## config.mk

```make
export PLATFORM = sky130hd
export DESIGN_NAME = ahb_resp_mux
export DESIGN_NICKNAME = d
export VERILOG_FILES = /design/src/rtl/ahb_pkg.sv /design/src/rtl/ahb_default_slave.sv /design/src/rtl/ahb_resp_mux.sv
export SDC_FILE = /design/constraint.sdc
export NUM_CORES = 1
export LEC_CHECK = 0
export ABC_AREA = 1
export CAP_MARGIN = 0
export CELL_PAD_IN_SITES_DETAIL_PLACEMENT = 0
export CELL_PAD_IN_SITES_GLOBAL_PLACEMENT = 2
export CORE_ASPECT_RATIO = 1.4
export CORE_MARGIN = 2
export CORE_UTILIZATION = 14
export DETAILED_ROUTE_END_ITERATION = 10
export PLACE_DENSITY_LB_ADDON = 0.15
export SYNTH_ARGS = -nofsm -noshare
export SYNTH_HDL_FRONTEND = slang
export SYNTH_SLANG_ARGS = --single-unit
```

## constraint.sdc

```tcl
create_clock -name hclk -period 3.3 [get_ports hclk]
set_input_delay 0.33 -clock hclk [delete_from_list [all_inputs] [get_ports hclk]]
set_output_delay 0.33 -clock hclk [all_outputs]
set_load 0.02 [all_outputs]
```

## src/rtl/ahb_pkg.sv

```systemverilog
// Shared AHB constants, data-phase select encoding and default-slave state type
// for the response multiplexer.
package ahb_pkg;

  localparam logic [1:0] HTRANS_IDLE   = 2'b00;
  localparam logic [1:0] HTRANS_BUSY   = 2'b01;
  localparam logic [1:0] HTRANS_NONSEQ = 2'b10;
  localparam logic [1:0] HTRANS_SEQ    = 2'b11;

  localparam logic HRESP_OKAY  = 1'b0;
  localparam logic HRESP_ERROR = 1'b1;

  typedef enum logic [2:0] {
    DSEL_NONE = 3'd0,
    DSEL_S1   = 3'd1,
    DSEL_S2   = 3'd2,
    DSEL_S3   = 3'd3,
    DSEL_S4   = 3'd4,
    DSEL_DEF  = 3'd5
  } dsel_t;

  typedef enum logic [1:0] {
    ST_PASS = 2'd0,
    ST_ERR1 = 2'd1,
    ST_ERR2 = 2'd2
  } ds_state_t;

  // hsel[0] is slave 1 and has the highest priority
  function automatic dsel_t decode_dsel(input logic [3:0] hsel, input logic [1:0] htrans);
    if (hsel[0])      return DSEL_S1;
    else if (hsel[1]) return DSEL_S2;
    else if (hsel[2]) return DSEL_S3;
    else if (hsel[3]) return DSEL_S4;
    else if (htrans == HTRANS_NONSEQ || htrans == HTRANS_SEQ) return DSEL_DEF;
    else              return DSEL_NONE;
  endfunction

endpackage

```

## src/rtl/ahb_default_slave.sv

```systemverilog
// Default slave: two-cycle ERROR FSM (ERR1/ERR2) that overrides the muxed response.
// With AHB_RESP_MUX_TIMEOUT_EN a wait-state watchdog also forces the ERROR sequence.
module ahb_default_slave
  import ahb_pkg::*;
#(
  parameter int TIMEOUT_CYCLES = 16
) (
  input  logic hclk,
  input  logic hreset,
  input  logic hready,
  input  logic next_def,
  input  logic slave_wait,
  output logic ovr_active,
  output logic ovr_hready,
  output logic ovr_hresp,
  output logic force_none
);

  ds_state_t state, next_state;
  logic      timeout_hit;
  logic      abort_q;

`ifdef AHB_RESP_MUX_TIMEOUT_EN
  localparam int CW = $clog2(TIMEOUT_CYCLES + 1);
  logic [CW-1:0] wait_cnt;

  always_ff @(posedge hclk or posedge hreset) begin
    if (hreset)
      wait_cnt <= '0;
    else if (hready)
      wait_cnt <= '0;
    else if (slave_wait && wait_cnt != CW'(TIMEOUT_CYCLES))
      wait_cnt <= wait_cnt + 1'b1;
  end

  // Fire on the wait cycle that brings the count to the limit
  assign timeout_hit = (state == ST_PASS) && slave_wait && (wait_cnt == CW'(TIMEOUT_CYCLES - 1));

  always_ff @(posedge hclk or posedge hreset) begin
    if (hreset)
      abort_q <= 1'b0;
    else if (timeout_hit)
      abort_q <= 1'b1;
    else if (state == ST_ERR2)
      abort_q <= 1'b0;
  end
`else
  localparam int unused_timeout = TIMEOUT_CYCLES;
  logic unused_wait;
  assign unused_wait = slave_wait;
  assign timeout_hit = 1'b0;
  assign abort_q     = 1'b0;
`endif

  always_ff @(posedge hclk or posedge hreset) begin
    if (hreset)
      state <= ST_PASS;
    else
      state <= next_state;
  end

  always_comb begin
    next_state = state;
    case (state)
      ST_PASS: if (timeout_hit || (hready && next_def)) next_state = ST_ERR1;
      ST_ERR1: next_state = ST_ERR2;
      // An address phase accepted in ERR2 may start the next ERROR at once
      ST_ERR2: next_state = (!abort_q && next_def) ? ST_ERR1 : ST_PASS;
      default: next_state = ST_PASS;
    endcase
  end

  always_comb begin
    ovr_active = (state != ST_PASS);
    ovr_hready = (state != ST_ERR1);
    ovr_hresp  = (state != ST_PASS) ? HRESP_ERROR : HRESP_OKAY;
    force_none = (state == ST_ERR2) && abort_q;
  end

endmodule

```

## src/rtl/ahb_resp_mux.sv

```systemverilog
// AHB response multiplexer: registers the decoder selects and routes the selected
// slave's response back to the master. Optional watchdog: AHB_RESP_MUX_TIMEOUT_EN.
module ahb_resp_mux
  import ahb_pkg::*;
#(
  parameter int DATA_WIDTH     = 32,
  parameter int TIMEOUT_CYCLES = 16
) (
  input  logic                  hclk,
  input  logic                  hreset,
  input  logic [1:0]            htrans,
  input  logic                  hsel_1,
  input  logic                  hsel_2,
  input  logic                  hsel_3,
  input  logic                  hsel_4,
  input  logic [DATA_WIDTH-1:0] hrdata_1,
  input  logic [DATA_WIDTH-1:0] hrdata_2,
  input  logic [DATA_WIDTH-1:0] hrdata_3,
  input  logic [DATA_WIDTH-1:0] hrdata_4,
  input  logic                  hreadyout_1,
  input  logic                  hreadyout_2,
  input  logic                  hreadyout_3,
  input  logic                  hreadyout_4,
  input  logic                  hresp_1,
  input  logic                  hresp_2,
  input  logic                  hresp_3,
  input  logic                  hresp_4,
  output logic [DATA_WIDTH-1:0] hrdata,
  output logic                  hready,
  output logic                  hresp
);

  dsel_t dsel, addr_dsel;
  logic  ovr_active, ovr_hready, ovr_hresp, force_none;
  logic  slave_wait;

  assign addr_dsel = decode_dsel({hsel_4, hsel_3, hsel_2, hsel_1}, htrans);

  // The data-phase select only advances when the current transfer completes
  always_ff @(posedge hclk or posedge hreset) begin
    if (hreset)
      dsel <= DSEL_NONE;
    else if (hready)
      dsel <= force_none ? DSEL_NONE : addr_dsel;
  end

  always_comb begin
    hrdata = '0;
    hready = 1'b1;
    hresp  = HRESP_OKAY;
    case (dsel)
      DSEL_S1: begin hrdata = hrdata_1; hready = hreadyout_1; hresp = hresp_1; end
      DSEL_S2: begin hrdata = hrdata_2; hready = hreadyout_2; hresp = hresp_2; end
      DSEL_S3: begin hrdata = hrdata_3; hready = hreadyout_3; hresp = hresp_3; end
      DSEL_S4: begin hrdata = hrdata_4; hready = hreadyout_4; hresp = hresp_4; end
      default: ;
    endcase
    if (ovr_active) begin
      hrdata = '0;
      hready = ovr_hready;
      hresp  = ovr_hresp;
    end
  end

  // Outside an ERROR sequence, hready low can only mean a slave wait state
  assign slave_wait = !ovr_active && !hready;

  ahb_default_slave #(
    .TIMEOUT_CYCLES(TIMEOUT_CYCLES)
  ) u_default_slave (
    .hclk       (hclk),
    .hreset     (hreset),
    .hready     (hready),
    .next_def   (addr_dsel == DSEL_DEF),
    .slave_wait (slave_wait),
    .ovr_active (ovr_active),
    .ovr_hready (ovr_hready),
    .ovr_hresp  (ovr_hresp),
    .force_none (force_none)
  );

endmodule

```

Yosys cells after proc, flatten, opt, wreduce, memory -nomap -nowiden. Cells that the tools add are included.

Output and inout port bits: 34. Memories kept: 0. Bits in read-only memories: 0. Input port bits: 144. Register bits after elaboration: 5. Bits in latches: 0. Logic and storage cells: 31. RAM bits: 0.

Equal/unequal tests: 11. Divide/modulo/power cells: 0. Bitwise gates (word level): 0. $mul: 0. Shifts and indexed selects: 0. Reduce and logical (&&, ||, !) cells: 4. Add/sub/neg operators: 0. Muxes and demuxes: 14. Order comparisons: 0.

Operators with widths (number): $pmux W32 S4 (1); $mux W32 (1); $mux W3 (5); $pmux W1 S4 (2); $eq A2 B2 Y1 const B (3); $eq A3 B2 Y1 const B (2); $eq A3 B3 Y1 const B (2); $pmux W2 S3 (1); $ne A2 B1 Y1 const B (2); $eq A3 B1 Y1 const B (1); $mux W1 (3); $eq A2 B1 Y1 const B (1); $logic_not A2 Y1 (1); $mux W2 (1); $reduce_bool A2 Y1 (1); $logic_and A1 B1 Y1 (1); $logic_or A1 B1 Y1 (1).

Longest topological paths before layout. Gate-level depths: netlist of run 1.

Depth after elaboration: 11. Depth in mapped cells: 11. Gate-level depth less buffers: 9.

Modules after synthesis. From an unflattened synthesis of run 1, not the netlist that was laid out.

Cells, all modules: 311. Area total of the unflattened synthesis: 1433.9 um2.

Modules (own cells, without submodules): ahb_resp_mux (area each 1330.0 um2, instances 1, cells an instance 298, seq. area each 75.1 um2); ahb_default_slave (area each 103.8 um2, instances 1, cells an instance 13, seq. area each 50.0 um2).

Worst setup path before layout of run 1. No wires, ideal clock.

Path type: register to output. Start: register dsel[2]. End: output hrdata[1]. Arrival: 1.311 ns. Required time: 2.970 ns. Stages on the path, launching flop included: 7. Buffers on the path: 3. Slack: 1.659 ns. Cell sequence: dfrtp_1 -> buf_6 -> inv_2 -> buf_6 -> buf_4 -> nand4_1 -> a41oi_1.

Word-level cells in the longest chain between the ends: 3. Elaborated cells on any way between the ends: 6. Those cells by class: 4 x eq/ne; 2 x mux.

Ends and longest elaborated chain: start, declared (RTL line ahb_resp_mux.sv:33) `dsel_t dsel, addr_dsel;`; start signal, assigned (RTL line ahb_resp_mux.sv:44) `dsel <= force_none ? DSEL_NONE : addr_dsel;`; $eq A3 B3 Y1, or another cell as far along (RTL line ahb_resp_mux.sv:51) `case (dsel)`; $pmux W32 S4 (*) (RTL line ahb_resp_mux.sv:51); $mux W32 (*) (RTL line ahb_resp_mux.sv:58) `if (ovr_active) begin`; end, declared (RTL line ahb_resp_mux.sv:28) `output logic [DATA_WIDTH-1:0] hrdata,`.

Every way passes the cells marked *; elsewhere a longest branch is shown, timed or not.

Final worst setup path of run 1.
Start: register dsel[1]. End: output hrdata[21].

Same word-level chain as after synthesis.

==> reports/metrics.yaml, run 1 <==
nNetsFinal: 560
final-max-slew-violation-count: 0
grt_pass1_wl_microns: 14800
dpl.hpwl_microns: 7080
synthAdderAreaFrac: 0
initial_core_util: 0.143
first_pass_iters: 4
cp_slowest_cell: "clkdlybuf4s50_1"
holdWs_ps: 307
synth_xor_area_frac: 0
n_fill_cell: 1306
synth-simple-area-share: 0.471
setup_viol: 0
num_antenna_cells: 0
antenna_found_initial: 1
switching_power_mw: 1.39
cts-root-buf: "clkbuf_16"
vias: 2564
tightestPinTransition_ps: 977
io_buffers: 176
ys.flop_type: "dfrtp_1"
synth.most_common_cell: "nand2_1"
muxShareOfSynthArea: 0
yosys_warnings: 0
ys_async_sr_fraction: 1.00
multi_input_area_sq_um: 1310
layout_worst_path_cycle_share: 0.845
p_leak_nw: 1.20
status: "finished, final reports clean"
worst-path-max-fanout: 33
critical_path_class: "reg2out"
hold_class: "in2async"
critical_path_depth: 6
cts_setup_buffers: 0
slew_headroom: 0.348
cp_data_required_time_ps: 2970
hold_viol_final: 0
die_y_microns: 134
row_count: 47
fin_area_sq_um: 3610
syn_nets: 396
yosysUniqueCellTypes: 21
ys_seq_area_frac: 0.0743
power_mw: 2.66
ys_seq_elements: 5
pwr-share-comb: 0.884
synth_edf_count: 0
drive_above_1_share: 0.120
fin_crit_ps: 2790
ctsHoldBuffers: 0
crit_end: "hrdata[21]"
wl_microns: 9610
fin_setup_tns_ps: 0
synth_common_cells: "nand2_1, nand3_1, nand4_1"
switching_share: 0.522
synth_compound_area_frac: 0.306
route.detailed.wl_per_inst_microns: 17.1
fin_worst_skew_ps: 0.0669
placed_cell_area_sq_um: 3530
first_iter_violations: 62
synth_area_sq_um: 1680
gr-total-overflow: 0
fin_cells: 562
grt_max_degree: 37
synth.avg_cell_area_sq_um: 6.68
synth_top_cell_by_area: "a41oi_2"
area.growth.synth_to_final_pct: 115
rsz0062_at_grt: "false"
start_kind: "register"
reg2reg_depth: 8
slowest_delay_ps: 660
fmax_mhz: 359
path_buf_inv: 3
vdd_drop_max_uv: 308
cts_max_level: 1
io_pins: 178
die_x_microns: 96.7
critPathLaunch: "dsel[1]$_DFFE_PP0P_"
setup_ws_ps: 513
r2r_start: "dsel[0]$_DFFE_PP0P_"
via_per_inst: 4.56
synth_top_family_by_area: "simple AND/OR/NAND/NOR gates"
r2r_slack_ps: 1640
core-area_sq_um: 11800
dpl.cell_count: 558
clkTransAtPathRegs_ps: 30
synth_cells: 252
synth_top_area_frac: 0.280
rr_endpoint: "dsel[0]$_DFFE_PP0P_"
cts_tree: "built"
clkPwrFrac: 0.075
post_cts_resized: 0
endpoint_kind: "output pin"
cts.sinks: 5
p_per_area_nw_per_um2: 736
fin_util: 0.307
clk-insertion-delay-late_ps: 230
seq_area_sq_um: 125
post-place-ws_ps: 655
cp_top_family: "buffers and inverters"
drc: 0
ant_nets: 0
die_area_sq_um: 12900
grt_usage: 0.140
numCtsBuffers: 3
p_seq_frac: 0.041
cp_cell_sequence: "buf_4 > nand3_2 > clkinv_2 > nand2_1 > a41oi_2 > clkdlybuf4s50_1"
ys_top_cells_by_area: "a41oi_2, nand2_1, nand4_1, nand3_1, dfrtp_1"
place.gp.congestion: 0.781
cts_buffer_depth: 2
max_cap_viol_count: 0
internal-power_mw: 1.27
grt_pass1_vias: 2657
cp_data_arrival_time_ps: 2460
==> kinds of logic (layout without fill, tap and decap cells) <==
kind of cell,Yosys count,count (layout)
buf+inv,43,206
compound gates,35,35
simple gates,169,169
flops,5,5
==> per-layer routing <==
layer  global-route usage  vias up  wire length [microns]
met5                    0        -                     12
met4               0.0203        2                     59
met3               0.0289        6                    644
met2                0.254      121                   4830
met1                0.173     1180                   4060
li1                     -     1255                      -
==> worst min-delay path by stage <==
stage / from / end / slack (ps) / depth (start not counted)
after global placement: u_default_slave.state[1]$_DFFE_PP0P_ / u_default_slave.state[1]$_DFFE_PP0P_ / 460 / 1
after detailed placement: u_default_slave.state[1]$_DFFE_PP0P_ / u_default_slave.state[1]$_DFFE_PP0P_ / 460 / 1
after CTS: hreset / u_default_slave.state[0]$_DFFE_PP0P_ / 320 / 2
after floorplan: hreset / dsel[0]$_DFFE_PP0P_ / 110 / 1
after global routing: hreset / u_default_slave.state[0]$_DFFE_PP0P_ / 330 / 2
final: hreset / u_default_slave.state[0]$_DFFE_PP0P_ / 310 / 2
==> worst reg2reg max path: stages, from the launching register on <==
cell     delay (ps)
dfrtp_1         450
nor2_4          500
nand2_1         100
nand2_1          90
nand2_1          60
inv_2            60
nand3_1         140
nand3_1         110
nand2_1          50
==> power groups by stage <==
stage                     logic (mW)  clock network [mW]  registers (mW)
after floorplan                 1.40                   0          0.0978
after global routing            2.52               0.209           0.113
after detailed placement        2.39                   0           0.110
final                           2.35               0.199           0.108
after global placement          2.40                   0           0.109
after CTS                       2.39               0.204           0.110
==> flip-flops by register name, indices dropped and copies added (netlist names) <==
signal and count:
dsel 3, u_default_slave.state 2
==> area by class of cell <==
cell class,instances,share of cell area
timing repair buffer,187,0.514
multi-input combinational,204,0.362
tap,147,0.0509
sequential,5,0.0347
clock buffer,4,0.0218
inverter,15,0.0159
==> cells in the final DEF (no fill, tap or decap) <==
cell type / instances
inv_2: 4
clkdlybuf4s50_1: 176
clkbuf_1: 1
a41oi_1: 3
a21oi_1: 1
nor3_1: 1
clkbuf_16: 3
nor2_1: 9
nor2_4: 1
nand3_1: 42
nand4_1: 35
buf_12: 1
nand3b_1: 1
nand3_2: 1
o21ai_1: 1
inv_1: 10
o21bai_1: 1
nand2_1: 79
buf_4: 10
clkinv_2: 1
a41oi_2: 29
dfrtp_1: 5
No activity file was read; power rests on OpenSTA's default activity.
==> run 2: changes to the inputs <==
--- a/config.mk
+++ b/config.mk
@@ -11,7 +11,7 @@
 export CELL_PAD_IN_SITES_GLOBAL_PLACEMENT = 2
 export CORE_ASPECT_RATIO = 1.4
 export CORE_MARGIN = 2
-export CORE_UTILIZATION = 14
+export CORE_UTILIZATION = 11
 export DETAILED_ROUTE_END_ITERATION = 10
 export PLACE_DENSITY_LB_ADDON = 0.15
 export SYNTH_ARGS = -nofsm -noshare
==> constraint.sdc (replaced) <==
create_clock -name hclk -period 2.4 [get_ports hclk]
set_input_delay 0.24 -clock hclk [delete_from_list [all_inputs] [get_ports hclk]]
set_output_delay 0.24 -clock hclk [all_outputs]
set_load 0.02 [all_outputs]
==> reports/metrics.yaml, run 2 (synthesis results as in run 1) <==
status: "finished, final reports clean"
cp_data_required_time_ps: 2160  # -810 ps
worst-path-max-fanout: 9  # -73%
nNetsFinal: 567  # +1.3%
drc: 0  # unchanged
grt_pass1_wl_microns: 16400  # +11%
slowest_delay_ps: 630  # -30 ps
initial_core_util: 0.112  # -0.0308
gr-total-overflow: 0  # unchanged
area.growth.synth_to_final_pct: 123
start_kind: "register"
fin_setup_tns_ps: 0  # unchanged
first_pass_iters: 4  # unchanged
hold_class: "in2async"
vias: 2585  # +0.82%
grt_usage: 0.130  # -0.0104
max_cap_viol_count: 0  # unchanged
r2r_start: "dsel[1]$_DFFE_PP0P_"
hold_viol_final: 0  # unchanged
cts.sinks: 5  # unchanged
dpl.cell_count: 610  # +9.3%
mostFrequentLayoutCells: "clkdlybuf4s50_1, nand2_1, nand3_1"
io_pins: 178  # unchanged
ant_nets: 0  # unchanged
fin_crit_ps: 2280
core-area_sq_um: 15000  # +27%
p_per_area_nw_per_um2: 967  # +31%
dpl.hpwl_microns: 8300  # +17%
die_y_microns: 150  # +12%
die_x_microns: 109  # +12%
holdWs_ps: 236  # -71.5 ps
die_area_sq_um: 16300  # +26%
largest_reg_flops: 3  # unchanged
drive_above_1_share: 0.137  # +0.0170
cts_max_level: 1  # unchanged
fmax_mhz: 439
layout_worst_path_cycle_share: 0.948
cp_data_arrival_time_ps: 2040  # -420 ps
final_common_cell: "clkdlybuf4s50_1"
grt_max_degree: 37  # unchanged
cts_buffer_depth: 2  # unchanged
power_mw: 3.62  # +36%
reg2reg_depth: 9  # +1
rr_endpoint: "dsel[0]$_DFFE_PP0P_"
route.detailed.wl_per_inst_microns: 17.9  # +4.8%
antenna_found_initial: 0  # -1
place.gp.congestion: 0.727  # -6.8%
n_fill_cell: 1689  # +29%
rsz0062_at_grt: "false"
endpoint_kind: "output pin"
cts_setup_buffers: 0  # unchanged
fin_cells: 615  # +9.4%
vdd_drop_max_uv: 447  # +45%
largest-register: "dsel"
slew_headroom: 0.708  # +0.360
clk-insertion-delay-late_ps: 230  # about the same
cp_slowest_cell: "clkdlybuf4s50_1"
row_count: 53  # +13%
tightestPinTransition_ps: 439  # -538 ps
cp_cell_sequence: "nor2_4 > buf_4 > nand3_1 > a41oi_2 > clkdlybuf4s50_1"
numCtsBuffers: 3  # unchanged
fin_worst_skew_ps: 0.222  # +0.155 ps
wl_microns: 11000  # +15%
via_per_inst: 4.20  # -7.9%
p_leak_nw: 1.36  # +13%
final-max-slew-violation-count: 0  # unchanged
critical_path_class: "reg2out"
first_iter_violations: 85  # +37%
cts_tree: "built"
clkTransAtPathRegs_ps: 30  # about the same
cts-root-buf: "clkbuf_16"
io_buffers: 176  # unchanged
setup_viol: 0  # unchanged
r2r_slack_ps: 840  # -800 ps
reg.largest.list: "dsel x3, u_default_slave.state x2"
grt_pass1_vias: 2842  # +7.0%
## run 2: changes by cell type in the layout (fill, tap and decap cells not counted), moves of 2 or more
cell             change
clkdlybuf4s50_1     -31
dlymetal6s2s_1       +2
dlygate4sd2_1       +29
buf_4                +2
buf_12               +4
## run 2: final cells by class
type                    instances  area (sq um)  area share
clock buffers                   4          78.8      0.0210
diodes                          1          2.50    0.000668
repair buffers                194          1930       0.515
well taps                     192           240      0.0641
flip-flops and latches          5           126      0.0337
multi-input cells             204          1310       0.349
inverters                      15          60.1      0.0160
## run 2: where the power goes
part	switching, mW	internal, mW	total (mW)
clock network	0.0515	0.220	0.271
logic	1.87	1.32	3.19
registers	0.0571	0.110	0.167
total	1.98	1.65	3.62
## run 2: per-layer routing
| metal | routed length (microns) | vias to the layer above | track usage |
|---|---|---|---|
| li1 | - | 1270 | - |
| met1 | 4500 | 1196 | 0.153 |
| met2 | 5740 | 111 | 0.242 |
| met3 | 648 | 8 | 0.0182 |
| met4 | 138 | 0 | 0.0314 |
| met5 | 0 | - | 0 |
## run 2: worst max path at each step
stage | slack [ps] | cells after the start | from | to
after floorplan | 850 | 6 | dsel[2]$_DFFE_PP0P_ | hrdata[1]
after global placement | 170 | 10 | dsel[2]$_DFFE_PP0P_ | hready
after detailed placement | 160 | 7 | dsel[2]$_DFFE_PP0P_ | hrdata[11]
after CTS | 30 | 7 | dsel[2]$_DFFE_PP0P_ | hrdata[10]
after global routing | 6 | 5 | dsel[0]$_DFFE_PP0P_ | hrdata[29]
final | 120 | 5 | dsel[1]$_DFFE_PP0P_ | hrdata[30]
## run 2: per-stage QoR
step	setup slack [ps]	cell area (sq um)	util
finish	124	3750	0.250
global route	5.51	3750	0.250
CTS	31.3	3740	0.249
detailed placement	162	3690	0.246
global placement	166	3690	0.246
floorplan	849	1680	-
## run 2: worst max-delay path, delay by kind of cell (launching register included)
| family | cells | cell delay (ps) |
|---|---|---|
| flip-flops | 1 | 480 |
| AO/OA/AOI/OAI | 1 | 180 |
| buffers and inverters | 2 | 830 |
| AND/OR/NAND/NOR | 2 | 320 |
## run 2: repair_timing
action / 4_1_cts / 5_1_grt
hold buffers: 0 / 0
setup endpoints to repair: 31 / 4
pin swaps: 0 / 1
resized for setup: 30 / 3
